$ cat config.mk
export PLATFORM = sky130hd
export DESIGN_NAME = fifo_gather_flat
export DESIGN_NICKNAME = d
export VERILOG_FILES = /design/src/rtl/fifo_gather_if.sv /design/src/rtl/fifo_gather.sv /design/src/flat_wrapper.sv
export SDC_FILE = /design/constraint.sdc
export NUM_CORES = 1
export LEC_CHECK = 0
export CAP_MARGIN = 20
export CORE_ASPECT_RATIO = 1.25
export CORE_UTILIZATION = 45
export DETAILED_ROUTE_END_ITERATION = 16
export MAX_ROUTING_LAYER = met4
export PLACE_DENSITY = 0.65
export SKIP_CTS_REPAIR_TIMING = 1
export SYNTH_ARGS = -nofsm -noshare
export SYNTH_HDL_FRONTEND = slang
export SYNTH_SLANG_ARGS = --single-unit
$ cat constraint.sdc
create_clock -name clk -period 4.8 [get_ports clk]
set_clock_uncertainty 0.05 [all_clocks]
set_input_delay 0.72 -clock clk [delete_from_list [all_inputs] [get_ports clk]]
set_output_delay 0.72 -clock clk [all_outputs]
set_load 0.02 [all_outputs]
$ cat src/rtl/fifo_gather_if.sv
// Bundled write/read/status signals of the many-to-one FIFO gather block.
// The master side drives writes and read requests; the slave side is the gather block.
interface fifo_gather_if #(
    parameter int WIDTH              = 8,
    parameter int LOG2_DEPTH         = 5,
    parameter int NUM_WRITE_CHANNELS = 3
);
    localparam int N     = NUM_WRITE_CHANNELS;
    localparam int CW    = LOG2_DEPTH + 1;
    localparam int SRC_W = (N > 1) ? $clog2(N) : 1;

    logic [N-1:0]       we;
    logic [N*WIDTH-1:0] wdata;
    logic [N-1:0]       almostfull;
    logic [N*CW-1:0]    count;
    logic [N-1:0]       overflow;
    logic               re;
    logic               rvalid;
    logic [WIDTH-1:0]   rdata;
    logic [SRC_W-1:0]   rsrc;
    logic               empty;

    modport master (
        output we, wdata, re,
        input  almostfull, count, overflow, rvalid, rdata, rsrc, empty
    );

    modport slave (
        input  we, wdata, re,
        output almostfull, count, overflow, rvalid, rdata, rsrc, empty
    );
endinterface

$ cat src/rtl/fifo_gather.sv
// Per-channel FIFOs drained round-robin into one read port; each word is tagged with its source.
// Occupancy is the difference of CW-bit pointers, so it spans 0..DEPTH without an extra flag.
module fifo_gather #(
    parameter int WIDTH              = 8,
    parameter int LOG2_DEPTH         = 5,
    parameter int NUM_WRITE_CHANNELS = 3,
    parameter int ALMOSTFULL_MARGIN  = 4
) (
    input  logic          clk,
    input  logic          reset,
    fifo_gather_if.slave  bus
);
    localparam int N     = NUM_WRITE_CHANNELS;
    localparam int DEPTH = 1 << LOG2_DEPTH;
    localparam int CW    = LOG2_DEPTH + 1;
    localparam int SRC_W = (N > 1) ? $clog2(N) : 1;

    localparam logic [CW-1:0] FULL_CNT = CW'(DEPTH);
    localparam logic [CW-1:0] AF_LEVEL = CW'(DEPTH - ALMOSTFULL_MARGIN);

    logic [WIDTH-1:0] mem [N][DEPTH];
    logic [CW-1:0]    wr_ptr [N];
    logic [CW-1:0]    rd_ptr [N];
    logic [CW-1:0]    cnt    [N];

    logic [N-1:0]     ch_empty;
    logic [N-1:0]     ch_full;
    logic [N-1:0]     wr_ok;
    logic [N-1:0]     ovf_q;

    logic [SRC_W-1:0] last_grant;
    logic [SRC_W-1:0] grant;
    logic             grant_valid;

    logic             rvalid_q;
    logic [WIDTH-1:0] rdata_q;
    logic [SRC_W-1:0] rsrc_q;

    always_comb begin
        ch_empty = '0;
        ch_full  = '0;
        wr_ok    = '0;
        for (int i = 0; i < N; i++) begin
            cnt[i]      = wr_ptr[i] - rd_ptr[i];
            ch_empty[i] = (cnt[i] == '0);
            ch_full[i]  = (cnt[i] == FULL_CNT);
            wr_ok[i]    = bus.we[i] && !ch_full[i];
        end
    end

    always_comb begin
        bus.count      = '0;
        bus.almostfull = '0;
        for (int i = 0; i < N; i++) begin
            bus.count[i*CW +: CW] = cnt[i];
            bus.almostfull[i]     = (cnt[i] >= AF_LEVEL);
        end
    end

    assign bus.empty    = &ch_empty;
    assign bus.overflow = ovf_q;
    assign bus.rvalid   = rvalid_q;
    assign bus.rdata    = rdata_q;
    assign bus.rsrc     = rsrc_q;

    // Search starts one past the last winner and wraps modulo N.
    always_comb begin
        int   idx;
        logic found;
        idx   = 0;
        found = 1'b0;
        grant = last_grant;
        for (int k = 1; k <= N; k++) begin
            idx = int'(last_grant) + k;
            if (idx >= N) begin
                idx = idx - N;
            end
            if (!found && !ch_empty[idx]) begin
                grant = SRC_W'(idx);
                found = 1'b1;
            end
        end
    end

    assign grant_valid = bus.re && !bus.empty;

    always_ff @(posedge clk or posedge reset) begin
        if (reset) begin
            for (int i = 0; i < N; i++) begin
                wr_ptr[i] <= '0;
                rd_ptr[i] <= '0;
            end
            ovf_q      <= '0;
            last_grant <= SRC_W'(N - 1);
            rvalid_q   <= 1'b0;
            rdata_q    <= '0;
            rsrc_q     <= '0;
        end else begin
            for (int i = 0; i < N; i++) begin
                if (wr_ok[i]) begin
                    wr_ptr[i] <= wr_ptr[i] + 1'b1;
                end
                if (bus.we[i] && ch_full[i]) begin
                    ovf_q[i] <= 1'b1;
                end
                if (grant_valid && (int'(grant) == i)) begin
                    rd_ptr[i] <= rd_ptr[i] + 1'b1;
                end
            end
            rvalid_q <= grant_valid;
            if (grant_valid) begin
                rdata_q    <= mem[grant][rd_ptr[grant][LOG2_DEPTH-1:0]];
                rsrc_q     <= grant;
                last_grant <= grant;
            end
        end
    end

    // Storage is not reset; pointers alone define what is valid.
    always_ff @(posedge clk) begin
        for (int i = 0; i < N; i++) begin
            if (wr_ok[i]) begin
                mem[i][wr_ptr[i][LOG2_DEPTH-1:0]] <= bus.wdata[i*WIDTH +: WIDTH];
            end
        end
    end
endmodule

$ cat src/flat_wrapper.sv
// flat-port wrapper written by rule: the top's interface ports become plain ports
module fifo_gather_flat 
#(
    parameter int WIDTH              = 8,
    parameter int LOG2_DEPTH         = 5,
    parameter int NUM_WRITE_CHANNELS = 3,
    parameter int ALMOSTFULL_MARGIN  = 4
)
  (clk, reset, bus_we, bus_wdata, bus_re, bus_almostfull, bus_count, bus_overflow, bus_rvalid, bus_rdata, bus_rsrc, bus_empty);
  fifo_gather_if #(.WIDTH(WIDTH), .LOG2_DEPTH(LOG2_DEPTH), .NUM_WRITE_CHANNELS(NUM_WRITE_CHANNELS)) bus_i ();
  input  logic clk;
  input  logic reset;
  input wire logic [$bits(bus_i.we)-1:0] bus_we;
  input wire logic [$bits(bus_i.wdata)-1:0] bus_wdata;
  input wire logic [$bits(bus_i.re)-1:0] bus_re;
  output wire logic [$bits(bus_i.almostfull)-1:0] bus_almostfull;
  output wire logic [$bits(bus_i.count)-1:0] bus_count;
  output wire logic [$bits(bus_i.overflow)-1:0] bus_overflow;
  output wire logic [$bits(bus_i.rvalid)-1:0] bus_rvalid;
  output wire logic [$bits(bus_i.rdata)-1:0] bus_rdata;
  output wire logic [$bits(bus_i.rsrc)-1:0] bus_rsrc;
  output wire logic [$bits(bus_i.empty)-1:0] bus_empty;
  assign bus_i.we = bus_we;
  assign bus_i.wdata = bus_wdata;
  assign bus_i.re = bus_re;
  assign bus_almostfull = bus_i.almostfull;
  assign bus_count = bus_i.count;
  assign bus_overflow = bus_i.overflow;
  assign bus_rvalid = bus_i.rvalid;
  assign bus_rdata = bus_i.rdata;
  assign bus_rsrc = bus_i.rsrc;
  assign bus_empty = bus_i.empty;
  fifo_gather #(.WIDTH(WIDTH), .LOG2_DEPTH(LOG2_DEPTH), .NUM_WRITE_CHANNELS(NUM_WRITE_CHANNELS), .ALMOSTFULL_MARGIN(ALMOSTFULL_MARGIN)) u_core (.clk(clk), .reset(reset), .bus(bus_i));
endmodule
; ---- Word-level counts from Yosys, hierarchy flattened
; Memories as Yosys holds them, arrays and structs flattened.
; Cells that the tools add are included.
[totals]
wordCells = 118
out_inout_bits = 36
ff_bits = 52
ramBits = 768
memories = 1
inputBits = 30
[memory_table]
columns = name, depth, width, read_ports, rd_ports_with_merged_regs, wr, line_no
row1 = u_core.mem, 3, 256, 1, 0, 3, fifo_gather.sv:21  ; logic [WIDTH-1:0] mem [N][DEPTH];
[op_classes]
muxes = 35
n_eq_ne = 5
order_cmp = 17
bitwise_logic = 5
reduce_logical = 27
add_sub_neg = 15
[ops]
columns = op, count
row1 = 256-bit 2-to-1 mux, 3
row2 = 8-bit demux with 5-bit select, 3
row3 = "32-bit by 3-bit >= comparator with 1-bit output, second input constant", 3
row4 = "32-bit by 4-bit less-than comparator with 1-bit output, second input constant", 3
row5 = 32-bit 2-to-1 mux, 3
row6 = "32-bit by 3-bit subtractor with 32-bit output, second input constant", 3
row7 = 8-bit binary-select mux with 5-bit select, 1
row8 = 8-bit 2-to-1 mux, 5
row9 = "6-bit by 1-bit adder with 6-bit output, second input constant", 6
row10 = "6-bit >= comparator, second input constant", 4
row11 = 5-bit NOT with 6-bit output, 4
row12 = "6-bit == test, second input constant", 3
row13 = "6-bit by 5-bit >= comparator with 1-bit output, second input constant", 3
row14 = 6-bit zero test, 3
row15 = "6-bit by 1-bit less-than comparator with 1-bit output, second input constant", 3
row16 = 6-bit subtractor, 3
row17 = 1-bit logical AND, 15
row18 = 6-bit binary-select mux with 2-bit select, 1
row19 = 1-bit 2-to-1 mux, 11
row20 = 5-bit 2-to-1 mux, 2
row21 = 1-bit zero test, 7
row22 = "2-bit by 2-bit adder with 3-bit output, second input constant", 2
row23 = 1-bit binary-select mux with 2-bit select, 3
row24 = 2-bit 2-to-1 mux, 3
row25 = other kinds (6), 7

; ---- Longest topological paths before layout
[depth]
depth_word = 20
depth_mapped = 23
mapped_depth_nobuf = 18

; ---- Worst setup path before layout
; No wires, ideal clock.
[synth_timing]
path_type = register to register
start = reg u_core.wr_ptr[6] (netlist bit)
end = reg u_core.rdata_q[5] (netlist: u_core.bus.rdata[5])
setup_ns = 0.136
path_buffers = 1
period_less_slack_ns = 4.831
setup_slack_ns = -0.031
arrival_time_ns = 4.646
stages_incl_launch_ff = 19
required_ns = 4.614
path_cell_list = dfrtp_1 -> inv_1 -> ha_1 -> inv_1 -> fa_1 -> xor2_1 -> nor3_1 -> o21ai_0 -> or4_4 -> o221a_2 -> o211a_2 -> a211oi_4 -> mux2i_2 -> buf_4 -> mux4_2 -> nand2_1 -> a21oi_1 -> a2111oi_0 -> nor3_1
[synth_via]
elab_chain_len = 19
elab_cells_between_ends = 33
classes_between = add/sub (1) / mux (20) / bitwise (2) / reduce/logical (9) / memory (1)
[synth_rtl]
columns = item, line_no
row1 = "start, declared", fifo_gather.sv:22  ; logic [CW-1:0] wr_ptr [N];
row2 = "start signal, assigned by index", fifo_gather.sv:101  ; wr_ptr[i] <= wr_ptr[i] + 1'b1;
row3 = 6-bit subtractor (*), fifo_gather.sv:44  ; cnt[i] = wr_ptr[i] - rd_ptr[i];
row4 = net bus_count[8], flat_wrapper.sv:17  ; output wire logic [$bits(bus_i.count)-1:0] bus_count;
row5 = 6-bit zero test (*), fifo_gather.sv:45  ; ch_empty[i] = (cnt[i] == '0);
row6 = 1-bit binary-select mux with 2-bit select, fifo_gather.sv:78  ; if (!found && !ch_empty[idx]) begin
row7 = 1-bit 2-to-1 mux (implied by the code) (2 in a row), fifo_gather.sv:78
row8 = 1-bit zero test, fifo_gather.sv:78
row9 = 1-bit logical AND, fifo_gather.sv:78
row10 = 1-bit 2-to-1 mux, fifo_gather.sv:78
row11 = 1-bit zero test, fifo_gather.sv:78
row12 = 1-bit logical AND, fifo_gather.sv:78
row13 = 2-bit 2-to-1 mux, fifo_gather.sv:78
row14 = 2-bit NOT with 3-bit output (implied by the code), fifo_gather.sv:112  ; rdata_q <= mem[grant][rd_ptr[grant][LOG2_DEPTH-1:0]];
row15 = 6-bit binary-select mux with 2-bit select, fifo_gather.sv:112
row16 = 5-bit 2-to-1 mux (implied by the code) (2 in a row), fifo_gather.sv:112
row17 = 5-bit NOT with 6-bit output (implied by the code), fifo_gather.sv:112
row18 = 8-bit binary-select mux with 5-bit select, fifo_gather.sv:112
row19 = 8-bit 2-to-1 mux (implied by the code) (2 in a row), fifo_gather.sv:112
row20 = "end signal, assigned", fifo_gather.sv:112
row21 = "end, declared", fifo_gather.sv:36  ; logic [WIDTH-1:0] rdata_q;
; Mark *: on every way through the listed nets, which the timed path passes. The rest lies on a longest branch. The select of a mux whose other input is x is not followed.
; A chain may end at the register's enable or synchronous reset.

; ---- Worst setup path in the final report
[layout_timing]
start = reg u_core.wr_ptr[0] (netlist bit)
end = reg u_core.rdata_q[5] (netlist: u_core.bus.rdata[5])
[layout_via]
elab_chain_len = 19
elab_cells_between_ends = 33
classes_between = add/sub (1) / mux (20) / bitwise (2) / reduce/logical (9) / memory (1)
[layout_rtl]
columns = item, line_no
row1 = 6-bit subtractor (*), fifo_gather.sv:44
row2 = 6-bit zero test (*), fifo_gather.sv:45
row3 = 1-bit binary-select mux with 2-bit select, fifo_gather.sv:78
row4 = 1-bit 2-to-1 mux (implied by the code) (2 in a row), fifo_gather.sv:78
row5 = 1-bit zero test, fifo_gather.sv:78
row6 = 1-bit logical AND, fifo_gather.sv:78
row7 = 1-bit 2-to-1 mux, fifo_gather.sv:78
row8 = 1-bit zero test, fifo_gather.sv:78
row9 = 1-bit logical AND, fifo_gather.sv:78
row10 = 2-bit 2-to-1 mux, fifo_gather.sv:78
row11 = 2-bit NOT with 3-bit output (implied by the code), fifo_gather.sv:112
row12 = 6-bit binary-select mux with 2-bit select, fifo_gather.sv:112
row13 = 5-bit 2-to-1 mux (implied by the code) (2 in a row), fifo_gather.sv:112
row14 = 5-bit NOT with 6-bit output (implied by the code), fifo_gather.sv:112
row15 = 8-bit binary-select mux with 5-bit select, fifo_gather.sv:112
row16 = 8-bit 2-to-1 mux (implied by the code) (2 in a row), fifo_gather.sv:112
; Every way passes the cells marked *; elsewhere a longest branch is shown, timed or not. The select of a mux whose other input is x is not followed.

==> metrics <==
Routed wire per std cell=28.7 um; Clock transition at path regs=~0.060 ns; gpl congestion=slightly below 1; Post-Syn Area=34500 um^2; sequential area share after synthesis=70.5%; Reg area=24300 um^2; register-to-register setup slack=-0.40 ns; grt total ovfl=0; row cnt=113; Critical Path End=u_core.bus.rdata[5]; vias per inst=6.11; Die Y=between 300 and 400 um; RSZ-0062 raised after global routing=true; initial antenna violation count=3; Yosys top cell by area=edfxtp_1; CP Class=reg2reg; core box area=between 70000 and 80000 um^2; hold_ws=0.404 ns; arrival time worst endpoint=5.71 ns; YS warnings=0; Routed Antenna Nets=0; Crit Reg-Reg Startpoint=u_core.wr_ptr[0]; post-layout worst setup margin=-0.404 ns; WP data required=~5.3 ns; DRC=0; crit path launch type=register; Place WS=-0.677 ns; violated checks=negative setup slack; FF+latch count, synth=819; crit path from=u_core.wr_ptr[0]; Worst slew margin=25.2%; DIE AREA=77800 um^2; CTS Root Cell=clkbuf_16; Cells after Synth=around 2400; top cells by area, synth=edfxtp_1, mux2i_1, nand2_1; measured slew at the worst slew-check pin=between 1 and 1.5 ns; Mapped Nets=2507; status=finished with violations; Post-synth EDFFs=768; NumNets Final=approximately 2900; area of the multi-input gates=9760 um^2; total wire length=111000 um; die width=250 um; via count=around 24000; Fin. Hold Viols=0; dpl hpwl=~70000 um; syn_area_per_cell=14.1 um^2; Final Max Slew Viols=0; Tcrit/Tclk final=108%; Num Clock Sinks=819; commonest cells in the netlist=edfxtp_1, nand2_1, nor2_1; Critical R2R Capture=u_core.bus.rdata[5]; TritonCTS clock tree=yes; unique cell type count in the Yosys netlist=88; initial DRC count=between 2000 and 3000; Layout Utilization=between 50% and 60%; max frequency=192 MHz; clk_lat worst skew=0.64 ns; I/O Buffers=65; critical path endpoint category=register; total global-route track usage=28.3%; prevailing post-synth register cell=edfxtp_1; fill cell count=5977; Syn-to-layout area delta=22.2%; Synth top area share=between 60% and 70%; share of post-route cells with drive strength above 1=22.4%; max-cap violations=0; reg2reg path depth=23; final setup fails=8; number of buffers on the longest clock path=3; TritonCTS buffer count=81; vias in the first global route=22780; setup TNS=-2.25 ns; drt pass-1 iters=5; largest net degree at the start of global routing=83; H-tree levels=3; boundary pin count=66; Tmin final=5.20 ns; initial core utilization=45.5%; Async SR Flop Fraction=6.23%; global-route wire length before repair=155000 um; Hold WC Path Type=in2async; Critical Path Fanout Max=10; most common cell in the netlist=edfxtp_1
worst min path at each step:
stage / end / slack [ns]
floorplan: u_core.wr_ptr[17] / 0.41
global placement: u_core.bus.overflow[1] / 0.41
detailed placement: u_core.bus.overflow[1] / 0.41
CTS: u_core.bus.overflow[2] / 0.40
global route: u_core.bus.overflow[1] / 0.44
finish: u_core.bus.overflow[2] / 0.40
sequential cells by signal, summed over array words and instances (netlist names):
name,count
u_core.mem,768
u_core.bus.rsrc,2
u_core.bus.rdata,8
u_core.last_grant,1
u_core.wr_ptr,18
u_core.rd_ptr,18
u_core.bus.overflow,3
u_core.bus.rvalid,1
layout by cell type, fill, tap and decap left out, types with 10 or more instances in the layout:
cell type / instances
nand2_1: 346
xor2_1: 12
a311oi_2: 12
o21ai_0: 38
mux2_2: 20
clkbuf_16: 91
mux2i_1: 140
o21ai_1: 15
a31oi_1: 18
and3_1: 22
mux4_2: 21
buf_12: 20
a21oi_1: 46
clkdlybuf4s50_1: 65
bufinv_16: 14
ha_1: 31
dfrtp_1: 50
a31o_2: 10
a211oi_1: 35
nand3b_1: 10
o211ai_1: 36
nor2_1: 207
inv_1: 33
xnor2_1: 25
edfxtp_1: 768
a311o_1: 21
nand3_1: 130
buf_4: 329
nor3_1: 32
a311oi_1: 38
clkinv_2: 17
layout make-up:
type / count / share of cell area [%]
sequential: 819 / 57.7
multi-input combinational: 1444 / 23.1
timing repair buffer: 430 / 9.08
clock buffer: 102 / 5.41
tap: 977 / 2.90
clock inverter: 49 / 1.46
inverter: 36 / 0.320
antenna: 1 / 0.00593
per-stage QoR:
stage / std cells / instance area, um^2
2_1_floorplan: 2441 / 34500
3_3_place_gp: 3678 / 38400
3_5_place_dp: 3678 / 38400
4_1_cts: 3829 / 41300
5_1_grt: 3858 / 42200
6_report: 3858 / 42200
worst max-delay path, stage by stage (launching register included):
cell	delay, ns
dfrtp_1	0.40
inv_2	0.07
ha_2	0.16
inv_1	0.05
fa_2	0.35
a21o_1	0.18
a21oi_2	0.19
mux2i_2	0.33
nor4_4	0.08
buf_4	0.18
a22o_1	0.21
o211a_2	0.26
a211oi_4	0.25
buf_12	0.18
mux2i_4	0.31
buf_6	0.21
buf_4	0.19
and3_1	0.17
a31oi_1	0.06
a31o_2	0.29
o21ai_1	0.45
a2111oi_4	0.15
buf_4	0.18
nor3_1	0.17
cells by family after synthesis:
kind of cell    synth area share, %
xor+xnor                      0.939
compound gates                 7.74
fa+ha+maj                      1.37
buf+inv                        2.53
flops                          70.5
mux                            6.51
simple gates                   10.4
routing by layer:
layer / vias to the layer above / GRT usage (%) / share of wire, % / wire length (um)
li1: 10054 / - / - / -
met1: 11970 / 35.1 / 38 / 42000
met2: 1300 / 46.9 / 50 / 55300
met3: 266 / 2.96 / 7.3 / 8050
met4: 0 / 13.0 / 4.8 / 5280
met5: - / - / 0 / 0
Power is left out: the tool's default activity adds up to more than one toggle a clock period on the data nets, which glitch-free logic cannot reach.
